File: src/rtl/mips_pkg.sv
`default_nettype none
// ============================================================================
// Package : mips_pkg
// Brief   : Shared state encoding and opcode constants for the MIPS run sequencer
// Rev     : 1.0  initial release
// ============================================================================
package mips_pkg;

  typedef enum logic [2:0] {
    S_IDLE = 3'd0,
    S_INIT = 3'd1,
    S_LOAD = 3'd2,
    S_RUN  = 3'd3,
    S_DUMP = 3'd4
  } state_t;

  localparam logic [5:0] C_HLT_OPCODE = 6'h3f;

endpackage
`default_nettype wire

File: src/rtl/prog_buf_ram.sv
`default_nettype none
// ============================================================================
// Module : prog_buf_ram
// Brief  : Simple dual-port program buffer, one write port, registered read
// Rev    : 1.0  initial release
// ============================================================================
module prog_buf_ram #(
  parameter int DW    = 32,
  parameter int DEPTH = 16,
  parameter int AW    = 4
) (
  input  logic          clk,
  input  logic          wr_en,
  input  logic [AW-1:0] wr_addr,
  input  logic [DW-1:0] wr_data,
  input  logic [AW-1:0] rd_addr,
  output logic [DW-1:0] rd_data
);

  logic [DW-1:0] r_mem [DEPTH];

  always_ff @(posedge clk) begin
    if (wr_en) begin
      r_mem[wr_addr] <= wr_data;
    end
    rd_data <= r_mem[rd_addr];
  end

endmodule
`default_nettype wire

File: src/rtl/mips_test_sequencer.sv
`default_nettype none
// ============================================================================
// Module : mips_test_sequencer
// Brief  : Initialises CPU registers, loads the program, runs to HLT/timeout
//          and streams out the first DUMP_COUNT registers.
// Rev    : 1.0  initial release
// ============================================================================
module mips_test_sequencer
  import mips_pkg::*;
#(
  parameter int DW         = 32,
  parameter int PROG_DEPTH = 16,
  parameter int AW         = 4,
  parameter int NUM_REGS   = 32,
  parameter int RAW        = 5,
  parameter int DUMP_COUNT = 6,
  parameter int RUN_MAX    = 1024,
  parameter int INIT_MODE  = 0
) (
  input  logic           clk,
  input  logic           rst,
  input  logic           start,
  input  logic           ld_we,
  input  logic [AW-1:0]  ld_addr,
  input  logic [DW-1:0]  ld_data,
  output logic           cpu_hold,
  output logic           cpu_reg_we,
  output logic [RAW-1:0] cpu_reg_addr,
  output logic [DW-1:0]  cpu_reg_wdata,
  input  logic [DW-1:0]  cpu_reg_rdata,
  output logic           cpu_mem_we,
  output logic [AW-1:0]  cpu_mem_addr,
  output logic [DW-1:0]  cpu_mem_wdata,
  input  logic           cpu_halted,
  output logic           dump_valid,
  input  logic           dump_ready,
  output logic [RAW-1:0] dump_idx,
  output logic [DW-1:0]  dump_data,
  output logic           busy,
  output logic           done,
  output logic           timed_out
);

  localparam int CW = $clog2(RUN_MAX + NUM_REGS + PROG_DEPTH + 1) + 1;

  state_t          r_state;
  state_t          w_state_next;
  logic [CW-1:0]   r_cnt;
  logic [CW-1:0]   w_cnt_next;
  logic            w_set_timeout;

  logic [AW:0]     r_prog_count;
  logic [RAW-1:0]  r_didx;
  logic            r_dvalid;
  logic            r_cap;
  logic [DW-1:0]   r_ddata;
  logic            r_done;
  logic            r_timed_out;

  logic            w_start_ok;
  logic            w_ld_ok;
  logic            w_dump_xfer;
  logic            w_last_word;
  logic [AW-1:0]   w_rd_addr;
  logic [DW-1:0]   w_rd_data;

  assign w_start_ok  = (r_state == S_IDLE) && start;
  assign w_ld_ok     = (r_state == S_IDLE) && ld_we;
  assign w_dump_xfer = (r_state == S_DUMP) && r_dvalid && dump_ready;
  assign w_last_word = (r_didx == RAW'(DUMP_COUNT - 1));

  // Read runs one word ahead of the write so LOAD copies one word per cycle.
  assign w_rd_addr = (r_state == S_LOAD) ? (r_cnt[AW-1:0] + AW'(1)) : '0;

  prog_buf_ram #(
    .DW    (DW),
    .DEPTH (PROG_DEPTH),
    .AW    (AW)
  ) u_prog_buf (
    .clk     (clk),
    .wr_en   (w_ld_ok),
    .wr_addr (ld_addr),
    .wr_data (ld_data),
    .rd_addr (w_rd_addr),
    .rd_data (w_rd_data)
  );

  always_ff @(posedge clk) begin
    if (rst) begin
      r_state <= S_IDLE;
      r_cnt   <= '0;
    end else begin
      r_state <= w_state_next;
      r_cnt   <= w_cnt_next;
    end
  end

  always_comb begin
    w_state_next  = r_state;
    w_cnt_next    = r_cnt;
    w_set_timeout = 1'b0;
    case (r_state)
      S_IDLE: begin
        if (start) begin
          w_state_next = S_INIT;
          w_cnt_next   = '0;
        end
      end
      S_INIT: begin
        if (r_cnt == CW'(NUM_REGS - 1)) begin
          if (r_prog_count == '0) begin
            w_state_next = S_RUN;
            w_cnt_next   = CW'(1);
          end else begin
            w_state_next = S_LOAD;
            w_cnt_next   = '0;
          end
        end else begin
          w_cnt_next = r_cnt + CW'(1);
        end
      end
      S_LOAD: begin
        if (r_cnt == (CW'(r_prog_count) - CW'(1))) begin
          w_state_next = S_RUN;
          w_cnt_next   = CW'(1);
        end else begin
          w_cnt_next = r_cnt + CW'(1);
        end
      end
      S_RUN: begin
        // HLT wins over a coincident timeout.
        if (cpu_halted) begin
          w_state_next = S_DUMP;
        end else if (r_cnt == CW'(RUN_MAX)) begin
          w_state_next  = S_DUMP;
          w_set_timeout = 1'b1;
        end else begin
          w_cnt_next = r_cnt + CW'(1);
        end
      end
      S_DUMP: begin
        if (w_dump_xfer && w_last_word) begin
          w_state_next = S_IDLE;
        end
      end
      default: begin
        w_state_next = S_IDLE;
      end
    endcase
  end

  always_ff @(posedge clk) begin
    if (rst) begin
      r_prog_count <= '0;
      r_didx       <= '0;
      r_dvalid     <= 1'b0;
      r_cap        <= 1'b0;
      r_ddata      <= '0;
      r_done       <= 1'b0;
      r_timed_out  <= 1'b0;
    end else begin
      r_done <= w_dump_xfer && w_last_word;

      if (w_ld_ok && ({1'b0, ld_addr} >= r_prog_count)) begin
        r_prog_count <= {1'b0, ld_addr} + (AW+1)'(1);
      end

      if (w_start_ok) begin
        r_timed_out <= 1'b0;
      end else if (w_set_timeout) begin
        r_timed_out <= 1'b1;
      end

      // Word i: address in one cycle, valid the next; data frozen once captured.
      if (r_state != S_DUMP) begin
        r_didx   <= '0;
        r_dvalid <= 1'b0;
        r_cap    <= 1'b0;
      end else if (!r_dvalid) begin
        r_dvalid <= 1'b1;
      end else if (dump_ready) begin
        r_dvalid <= 1'b0;
        r_cap    <= 1'b0;
        r_didx   <= r_didx + RAW'(1);
      end else if (!r_cap) begin
        r_cap   <= 1'b1;
        r_ddata <= cpu_reg_rdata;
      end
    end
  end

  assign busy          = (r_state != S_IDLE);
  assign cpu_hold      = (r_state != S_RUN);
  assign cpu_reg_we    = (r_state == S_INIT);
  assign cpu_reg_addr  = (r_state == S_INIT) ? r_cnt[RAW-1:0] :
                         (r_state == S_DUMP) ? r_didx : '0;
  assign cpu_reg_wdata = ((r_state == S_INIT) && (INIT_MODE == 0)) ?
                         DW'(r_cnt[RAW-1:0]) : '0;
  assign cpu_mem_we    = (r_state == S_LOAD);
  assign cpu_mem_addr  = (r_state == S_LOAD) ? r_cnt[AW-1:0] : '0;
  assign cpu_mem_wdata = (r_state == S_LOAD) ? w_rd_data : '0;
  assign dump_valid    = r_dvalid;
  assign dump_idx      = r_dvalid ? r_didx : '0;
  assign dump_data     = r_dvalid ? (r_cap ? r_ddata : cpu_reg_rdata) : '0;
  assign done          = r_done;
  assign timed_out     = r_timed_out;

endmodule
`default_nettype wire

File: config.mk
export PLATFORM = sky130hd
export DESIGN_NAME = mips_test_sequencer
export DESIGN_NICKNAME = d
export VERILOG_FILES = /design/src/rtl/mips_pkg.sv /design/src/rtl/prog_buf_ram.sv /design/src/rtl/mips_test_sequencer.sv
export SDC_FILE = /design/constraint.sdc
export NUM_CORES = 1
export LEC_CHECK = 0
export CAP_MARGIN = 10
export CORE_AREA = 2 2 202 204
export DETAILED_ROUTE_END_ITERATION = 10
export DIE_AREA = 0 0 204 206
export DONT_BUFFER_PORTS = 1
export PLACE_DENSITY = 0.78
export SLEW_MARGIN = 15
export SYNTH_ARGS = -nofsm -noshare
export SYNTH_HDL_FRONTEND = slang
export SYNTH_SLANG_ARGS = --single-unit
File: constraint.sdc
create_clock -name clk -period 4.4 [get_ports clk]
set_clock_uncertainty 0.05 [all_clocks]
set_input_delay 0.44 -clock clk [delete_from_list [all_inputs] [get_ports clk]]
set_output_delay 0.44 -clock clk [all_outputs]
set_load 0.02 [all_outputs]
---- Yosys cells after proc, flatten, opt, wreduce, memory -nomap -nowiden ----
Memories as Yosys holds them, arrays and structs flattened. A register that Yosys moved wholly into a read port is not among the register bits.
Cells that the tools add are included.
word-level totals
  output and inout bits ................... 117
  register bits after elaboration ......... 61
  memory bits (writable) .................. 512
  memories kept ........................... 1
memory list
  memory            depth  width  read ports  clocked after memory_dff  wr ports  RTL line            source
  u_prog_buf.r_mem  16     32     1           1                         1         prog_buf_ram.sv:20  logic [DW-1:0] r_mem [DEPTH];
operators by class
  eq/ne operators ......................... 17
  muxes and demuxes ....................... 31
  order comparisons ....................... 1
  $add $sub $neg .......................... 5
  bitwise gates (word level) .............. 2
  reductions and logical operators ........ 16
operators by type and width
  operator                                                                  number
  32-bit two-way mux                                                        3
  12-bit two-way mux                                                        5
  12-bit one-hot mux with 4 select lines                                    1
  5-bit two-way mux                                                         4
  3-bit two-way mux                                                         6
  3-bit one-hot mux with 5 select lines                                     1
  12-bit by 1-bit adder with 12-bit output (second input constant)          1
  12-bit by 11-bit equality test with 1-bit output (second input constant)  1
  12-bit equality test                                                      1
  12-bit by 5-bit equality test with 1-bit output (second input constant)   1
  1-bit two-way mux                                                         9
  4-bit two-way mux                                                         2
  3-bit by 2-bit equality test with 1-bit output (second input constant)    2
  1-bit logical AND                                                         6
  2-bit by 1-bit != test with 1-bit output (second input constant)          3
  2-bit != test (second input constant)                                     3
  3-bit != test (second input constant)                                     2
  5-bit by 1-bit subtractor with 6-bit output (second input constant)       1
  4-bit by 1-bit adder with 5-bit output (second input constant)            1
  5-bit by 1-bit adder with 5-bit output (second input constant)            1
  5-bit by 3-bit equality test with 1-bit output (second input constant)    1
  4-bit by 5-bit greater-or-equal comparator with 1-bit output              1
  5-bit zero test                                                           1
  5-bit AND reduction                                                       1
  12 further kinds                                                          14

---- Logic depth before layout (Yosys ltp) ----
Gate-level depths: netlist of run 1.
  depth after elaboration ................. 6
  depth in mapped cells ................... 14
  mapped depth without buffers ............ 8

---- By module ----
Synthesis of run 1 repeated with hierarchy kept, for this count alone.
unflattened totals
  cells, all modules ...................... 1,388
  area, all modules ....................... 24,008.0 sq um
by module, submodules not included
  module               cells an instance  times used  area an instance (sq um)
  prog_buf_ram         838                1           19,835.3
  mips_test_sequencer  550                1           4,172.8

---- Worst setup path before layout of run 1 ----
OpenSTA, ideal clock, no wires.
  kind .................................... register -> register
  start point ............................. reg r_state[2]
  end point ............................... mem u_prog_buf.r_mem[0][0] (enable)
  slack ................................... 0.616 ns
  cell stages (with the launch flop) ...... 6
  library setup time ...................... 0.461 ns
  data required time ...................... 3.889 ns
  data arrival time ....................... 3.273 ns
  cell sequence ........................... dfxtp_1 -> clkbuf_1 -> nor3_1 -> and2_1 -> nand2_1 -> nor3_1
between the ends
  word-level cells in the longest chain between the ends .. 4
ends and longest elaborated chain
  item                                     RTL line                   source
  start, declared                          mips_test_sequencer.sv:46  state_t r_state;
  start signal, assigned                   mips_test_sequencer.sv:93  r_state <= w_state_next;
  3-bit zero test                          mips_test_sequencer.sv:68  assign w_ld_ok = (r_state == S_IDLE) && ld_we;
  1-bit logical AND                        mips_test_sequencer.sv:68
  1-bit two-way mux                        prog_buf_ram.sv:23         if (wr_en) begin
  1-bit two-way mux (not written as such)  prog_buf_ram.sv:24         r_mem[wr_addr] <= wr_data;
  end, declared                            prog_buf_ram.sv:20
Every way passes these cells.

---- Worst setup path in the final report of run 1 ----
  start point ............................. reg r_state[0]
  end point ............................... out cpu_mem_wdata[31]
between the ends
  word-level cells in the longest chain between the ends .. 2
ends and longest elaborated chain
  item                                            RTL line                    source
  3-bit by 2-bit equality test with 1-bit output  --
  net cpu_mem_we                                  mips_test_sequencer.sv:31   output logic cpu_mem_we,
  32-bit two-way mux                              mips_test_sequencer.sv:201  assign cpu_mem_wdata = (r_state == S_LOAD) ? w_rd_data : '0;
  end, declared                                   mips_test_sequencer.sv:33   output logic [DW-1:0] cpu_mem_wdata,
The timed path passes the listed nets, and every way through them passes these cells.

==> results.md, run 1 <==
- die area: 42000 sq um
- top cells by instance count after synthesis: 512 x edfxtp_1, 321 x nand2_1, 98 x clkbuf_1, 93 x dfxtp_1, 82 x nor2_1
- area of the placeable core: 40200 sq um
- root buffer cell: clkbuf_16
- cts bufs inserted: 59
- library cell with the largest summed area after synthesis: edfxtp_1
- Reg power frac: 53.1%
- Via Count: 15978
- power share of the clock group: 42.5%
- ANT nets after route: 0
- Worst setup endpoint: cpu_mem_wdata[31]
- number of buffer and inverter stages on the critical path: 2
- number of sinks handled by clock tree synthesis: 605
- cell count along the critical path: 4
- clock tree from TritonCTS: built
- reported leakage power: 8.86 nW
- pin count of the biggest net entering global routing: 138
- number of hold buffers added after cts: 71
- FFs w/ async S/R, synth: 0%
- count of yosys warnings during synthesis: 0
- Detailed Routing Iterations Pass 1: 7
- Primary FF master, synth: edfxtp_1
- number of global-route vias before repair: 15642
- gr usage total: 28.9%
- Via-to-Cell Ratio: 6.44
- Slew Limit Headroom: 32.5%
- fillers: 2557
- most common cell in the synthesized netlist: edfxtp_1
- final routed DRC violation total: 0
- Area contributors post-synth: edfxtp_1 62%, dfxtp_1 7.5%, nand2_1 4.9%
- portion of the post-synthesis area used by sequential elements: 69.4%
- highest fanout seen on the critical path: 69
- worst setup path class: flop to output pin
- Worst-path clk slew: 0.06 ns
- Max VDD drop: 330 uV
- post_cts resized: 0
- Critical Path Source Type: flop
- wire length per cell: 24.5 um
- residual overflow from global routing: 0
- highest-delay cell along the critical path: or3b_2
- Post-synth EDFFs: 512
- clock tree buffer depth: 3
- initial drt markers: 2148
- total of endpoints with negative setup slack in the final report: 0
- count of state elements after synthesis: 605
- sw power: 2.50 mW
- crit path cell chain: or3b_2, clkinv_2, buf_12, and2_1
- number of setup buffers added after CTS: 0
- Synth Instances: 1862
- cell depth of the worst flop-to-flop path: 8
- Layout Nets: 1983
- overall routed net length: 60.6 mm
- max-slew violation total from the final report: 0
- launching element of the worst setup path: r_state[0]
- combined area of the multi-input logic cells: 7060 sq um
- area growth from synthesis to layout: 13.2%
- total negative slack: 0 ns
- synthesized area: 24800 sq um
- number of antenna violations at the first check in global routing: 2
- num rows: 74
- Worst path max stage delay: 0.83 ns
- later-pin clock latency in the skew report: 0.63 ns
- vertical extent of the die: 206 um
- unrepaired setup endpoints after global routing: false
- sequential cell area: 17200 sq um
- arrival time of data at the critical path endpoint: 3.00 ns
- hold violation count in the final report: 0
- Max Cap Violations: 0
- internal power consumption: 9.40 mW
- H-Tree Level Count: 2
- Die X-Extent: 204 um
- distinct cell type count after synthesis: 60
- internal reg-to-reg setup slack: 1.02 ns
- Comb power frac: 4.4%
- endpoint class of the critical path: output pin
- share of cells above drive strength 1: 10.5%
- I/O pin cnt: 191
- total power divided by cell area: 423 nW/um^2
- total half-perimeter wirelength after legalization and detailed placement: 31.0 mm
- cell family contributing the most delay on the critical path: simple AND/OR/NAND/NOR gates
- transition time of the tightest slew-check pin: 1.01 ns
- hold crit path type: primary input to flop
- Critical Path RT: 3.91 ns
- Post-Route Hold Slack: 0.0446 ns
- share of the synthesized area in the top cell type: 61.9%
- Peak Freq: 0.286 GHz
- switching power share of the total: 21.0%
- Avg Cell Area, Syn: 13.3 sq um
- routability-driven placement congestion ratio: 0.848
- Final Critical Period: 3.49 ns
- share of the cycle needed by the critical path after routing: 79.4%
- first-pass GRT wire length: 91.3 mm
- initial core utilization: 61.8%
- port bufs: 0
- status: finished clean
- endpoint of the worst register-to-register path: u_prog_buf.rd_data[11]
- RR Startpoint: r_state[0]
-- placed cells by master, fill, tap and decap left out, types with 5 or more instances in the layout --
master / instances
nor2_4: 15
clkbuf_1: 17
nand4_1: 8
or3_1: 35
buf_4: 30
clkinv_2: 14
and2_1: 48
edfxtp_1: 512
dfxtp_1: 90
a32oi_1: 65
mux2i_1: 64
nor2_1: 67
clkbuf_8: 7
o21ai_0: 67
bufinv_16: 5
nand2_1: 320
o22ai_1: 32
o211ai_1: 34
nor3_1: 38
conb_1: 27
o2111ai_1: 38
nand2b_1: 6
nand3_1: 43
xor2_1: 8
a22oi_1: 5
ha_1: 12
buf_12: 9
nor3_2: 5
dlygate4sd3_1: 70
nor2b_1: 37
xnor2_1: 7
inv_1: 13
clkbuf_16: 60
mux4_2: 32
a21oi_1: 41
-- metrics by stage --
| step | power (mW) | util (%) | instances | area [sq um] | setup slack (ns) |
|---|---|---|---|---|---|
| floorplan | 6.75 | - | 1888 | 24900 | 0.616 |
| global placement | 6.83 | 63.2 | 2295 | 25400 | 1.13 |
| detailed placement | 6.84 | 63.2 | 2295 | 25400 | 1.12 |
| CTS | 11.9 | 69.9 | 2478 | 28100 | 0.897 |
| global route | 12.2 | 69.9 | 2480 | 28100 | 0.754 |
| finish | 11.9 | 69.9 | 2480 | 28100 | 0.907 |
-- tightest hold or removal path, stage by stage --
cell and delay (ns):
nor2_1 0.03, a21oi_1 0.14, a211oi_1 0.06
-- flip-flops by register name (all words and copies together), names as in the netlist --
signal              cells
timed_out               1
u_prog_buf.rd_data     32
dump_valid              1
r_cnt                  12
r_state                 3
r_prog_count            5
r_ddata                32
u_prog_buf.r_mem      512
done                    1
r_didx                  5
r_cap                   1
-- layout make-up --
type                    count  area share (%)
repair buffers            110            3.99
flip-flops and latches    605            61.3
diodes                      1         0.00890
well taps                 532            2.37
multi-input cells        1105            25.1
clock inverters            28            1.06
inverters                  15           0.205
clock buffers              84            5.91
-- worst min-delay path by stage --
stage | depth (start not counted) | to | start
final | 3 | timed_out | cpu_halted
after detailed placement | 2 | r_ddata[9] | r_ddata[9]
after global routing | 2 | r_prog_count[3] | ld_addr[3]
after global placement | 2 | r_ddata[1] | r_ddata[1]
after CTS | 3 | timed_out | cpu_halted
after floorplan | 2 | r_ddata[0] | r_ddata[0]
-- metal layers --
metal,vias up,track usage [%],wire [um],share of wire [%]
met2,941,46.1,28900,48
met4,2,11.9,1950,3.2
li1,7015,-,-,-
met5,-,0,11,0.018
met1,7876,38.7,23600,39
met3,144,6.78,6120,10
-- power groups by stage --
stage          combinational (mW)  sequential, mW  clock, mW
6_report                    0.523            6.33       5.05
5_1_grt                     0.566            6.33       5.29
4_1_cts                     0.516            6.32       5.10
3_5_place_dp                0.395            6.45          0
3_3_place_gp                0.386            6.44          0
2_1_floorplan               0.318            6.44          0
-- kinds of logic (layout without fill, tap and decap cells) --
logic type / Yosys count / after routing / share of synthesized area [%]
simple gates: 639 / 639 / 11.7
flops: 605 / 605 / 69.4
compound gates: 314 / 314 / 8.92
buf+inv: 178 / 237 / 3.30
mux: 97 / 97 / 5.53
xor+xnor: 15 / 15 / 0.529
fa+ha+maj: 13 / 13 / 0.655
other cells: 1 / 28 / 0.0151
(Power assumes the default switching activity.)
==> run 2: changes to the inputs <==
CORE_AREA = 2 2 212 214   (was 2 2 202 204)
DIE_AREA = 0 0 214 216   (was 0 0 204 206)
PLACE_DENSITY = 0.75   (was 0.78)
clock period = 2.8 ns   (was 4.4 ns; I/O delays follow)
==> run 2 against run 1 <==
Sequential power rose by 57%; critical path depth did not move; hold slack got worse by 0.015 ns; largest power group unchanged; global-route usage fell by 1.7 points; die area rose by 10%; via count rose by 1.4%; power rose by 58%; critical endpoint is now cpu_mem_wdata[16]; non-clock buffer count rose by 63; cell count rose by 4.7%; combinational power rose by 67%.
==> results.md, run 2 (synthesized netlist as in run 1, its figures left out) <==
- status: finished clean, unchanged
- initial drt markers: 2021, was 2148
- final routed DRC violation total: 0, unchanged
- number of sinks handled by clock tree synthesis: 605, unchanged
- area of the placeable core: 43800 sq um, was 40200 sq um
- highest-delay cell along the critical path: or3b_4, was or3b_2
- Post-Route Hold Slack: 0.0293 ns, was 0.0446 ns
- first-pass GRT wire length: 96.5 mm, was 91.3 mm
- Max Cap Violations: 0, unchanged
- highest fanout seen on the critical path: 39, was 69
- Worst-path clk slew: 0.06 ns, about the same
- residual overflow from global routing: 0, unchanged
- endpoint class of the critical path: output pin, unchanged
- Max VDD drop: 656 uV, was 330 uV
- Worst path max stage delay: 0.50 ns, was 0.83 ns
- Die X-Extent: 214 um, was 204 um
- ANT nets after route: 0, unchanged
- cell family contributing the most delay on the critical path: simple AND/OR/NAND/NOR gates, unchanged
- clock tree buffer depth: 3, unchanged
- total cell area at the placement stage: 25800 sq um, was 25400 sq um
- root buffer cell: clkbuf_16, unchanged
- cell area after layout: 28900 sq um, was 28100 sq um
- hold crit path type: primary input to flop, unchanged
- cts bufs inserted: 57, was 59
- die area: 46200 sq um, was 42000 sq um
- Critical Path Source Type: flop, unchanged
- port bufs: 0, unchanged
- most flop-heavy register: u_prog_buf.r_mem, unchanged
- Detailed Routing Iterations Pass 1: 7, unchanged
- vertical extent of the die: 216 um, was 206 um
- most frequent cells in the layout: 512 x edfxtp_1, 320 x nand2_1, 102 x dlygate4sd3_1, was 512 x edfxtp_1, 320 x nand2_1, 90 x dfxtp_1
- setup slack at placement: 0.331 ns, was 1.12 ns
- clock tree from TritonCTS: built, unchanged
- number of setup buffers added after CTS: 0, unchanged
- number of global-route vias before repair: 15968, was 15642
- total half-perimeter wirelength after legalization and detailed placement: 34.0 mm, was 31.0 mm
- later-pin clock latency in the skew report: 0.63 ns, about the same
- overall routed net length: 63.2 mm, was 60.6 mm
- number of buffer and inverter stages on the critical path: 2, unchanged
- H-Tree Level Count: 2, unchanged
- num rows: 77, was 74
- number of antenna violations at the first check in global routing: 3, was 2
- gr usage total: 27.3%, was 28.9%
- placed cell count: 2387, was 2295
- Layout Nets: 2044, was 1983
- Via Count: 16203, was 15978
- transition time of the tightest slew-check pin: 0.708 ns, was 1.01 ns
- reported leakage power: 9.27 nW, was 8.86 nW
- arrival time of data at the critical path endpoint: 2.39 ns, was 3.00 ns
- top flop regs: u_prog_buf.r_mem (512), r_ddata (32), u_prog_buf.rd_data (32), unchanged
- Slew Limit Headroom: 52.8%, was 32.5%
- total of endpoints with negative setup slack in the final report: 0, unchanged
- Via-to-Cell Ratio: 6.24, was 6.44
- max-slew violation total from the final report: 0, unchanged
- I/O pin cnt: 191, unchanged
- fillers: 3051, was 2557
- wire length per cell: 24.3 um, was 24.5 um
- flip-flop count of the largest register after layout: 512, unchanged
- total negative slack: 0 ns, unchanged
- most common cell after layout, fill and taps aside: edfxtp_1, unchanged
- crit path cell chain: or3b_4, clkinv_2, buf_6, and2_1, was or3b_2, clkinv_2, buf_12, and2_1
- share of the cycle needed by the critical path after routing: 97.1%
- hold violation count in the final report: 0, unchanged
- filler-free cell count of the finished design: 2597, was 2480
- pin count of the biggest net entering global routing: 97, was 138
- initial core utilization: 56.7%, was 61.8%
- total power divided by cell area: 652 nW/um^2, was 423 nW/um^2
- worst setup path class: flop to output pin, unchanged
- unrepaired setup endpoints after global routing: false, unchanged
- share of cells above drive strength 1: 11.7%, was 10.5%
- Critical Path RT: 2.47 ns, was 3.91 ns
- min setup slack post-route: 0.0815 ns, was 0.907 ns
- routability-driven placement congestion ratio: 0.883, was 0.848
- area growth from synthesis to layout: 16.2%, was 13.2%
- Final Critical Period: 2.72 ns
- Peak Freq: 0.368 GHz
-- run 2: power breakdown --
group          switching [mW]  leakage, nW  internal (mW)
logic                   0.572         2.94          0.302
registers              0.0468         5.38           9.89
clock network            3.33        0.956           4.67
-- run 2: cell type report --
class / instances / area (sq um) / share of cell area (%)
diodes: 1 / 2.50 / 0.00867
clock buffers: 78 / 1610 / 5.56
clock inverters: 28 / 358 / 1.24
inverters: 15 / 57.6 / 0.199
multi-input cells: 1105 / 7090 / 24.6
flip-flops and latches: 605 / 17200 / 59.7
well taps: 592 / 741 / 2.57
repair buffers: 173 / 1770 / 6.13
-- run 2: stage by stage --
step                      utilization (%)  power [mW]
after global routing                 65.9        19.3
after detailed placement             59.0        10.8
after floorplan                         -        10.6
final                                65.9        18.8
after CTS                            65.8        18.9
after global placement               59.0        10.8
-- run 2: what timing repair did --
item,CTS,global route
gates cloned,0,0
pin swaps,0,0
gates resized for setup,2,3
endpoints found under the setup margin,24,2
hold buffers,103,0
hold endpoints to repair,569,0
-- run 2: path summary, 6_finish.rpt --
| check | to | startpoint | cells after the start | slack [ns] |
|---|---|---|---|---|
| max | cpu_mem_wdata[16] | r_state[1] | 4 | 0.08 |
| min | u_prog_buf.r_mem[1][0] | ld_addr[2] | 2 | 0.03 |
| max reg2reg | r_ddata[29] | r_state[2] | 9 | 0.18 |
| min reg2reg | r_ddata[13] | r_ddata[13] | 2 | 0.43 |
-- run 2: metal layers --
layer  part of all wire, %  GRT usage [%]  routed length, um
met1                    40           37.3              25100
met2                    48           43.9              30000
met3                    10           5.91               6410
met4                   2.6           9.02               1640
met5                 0.033              0                 21
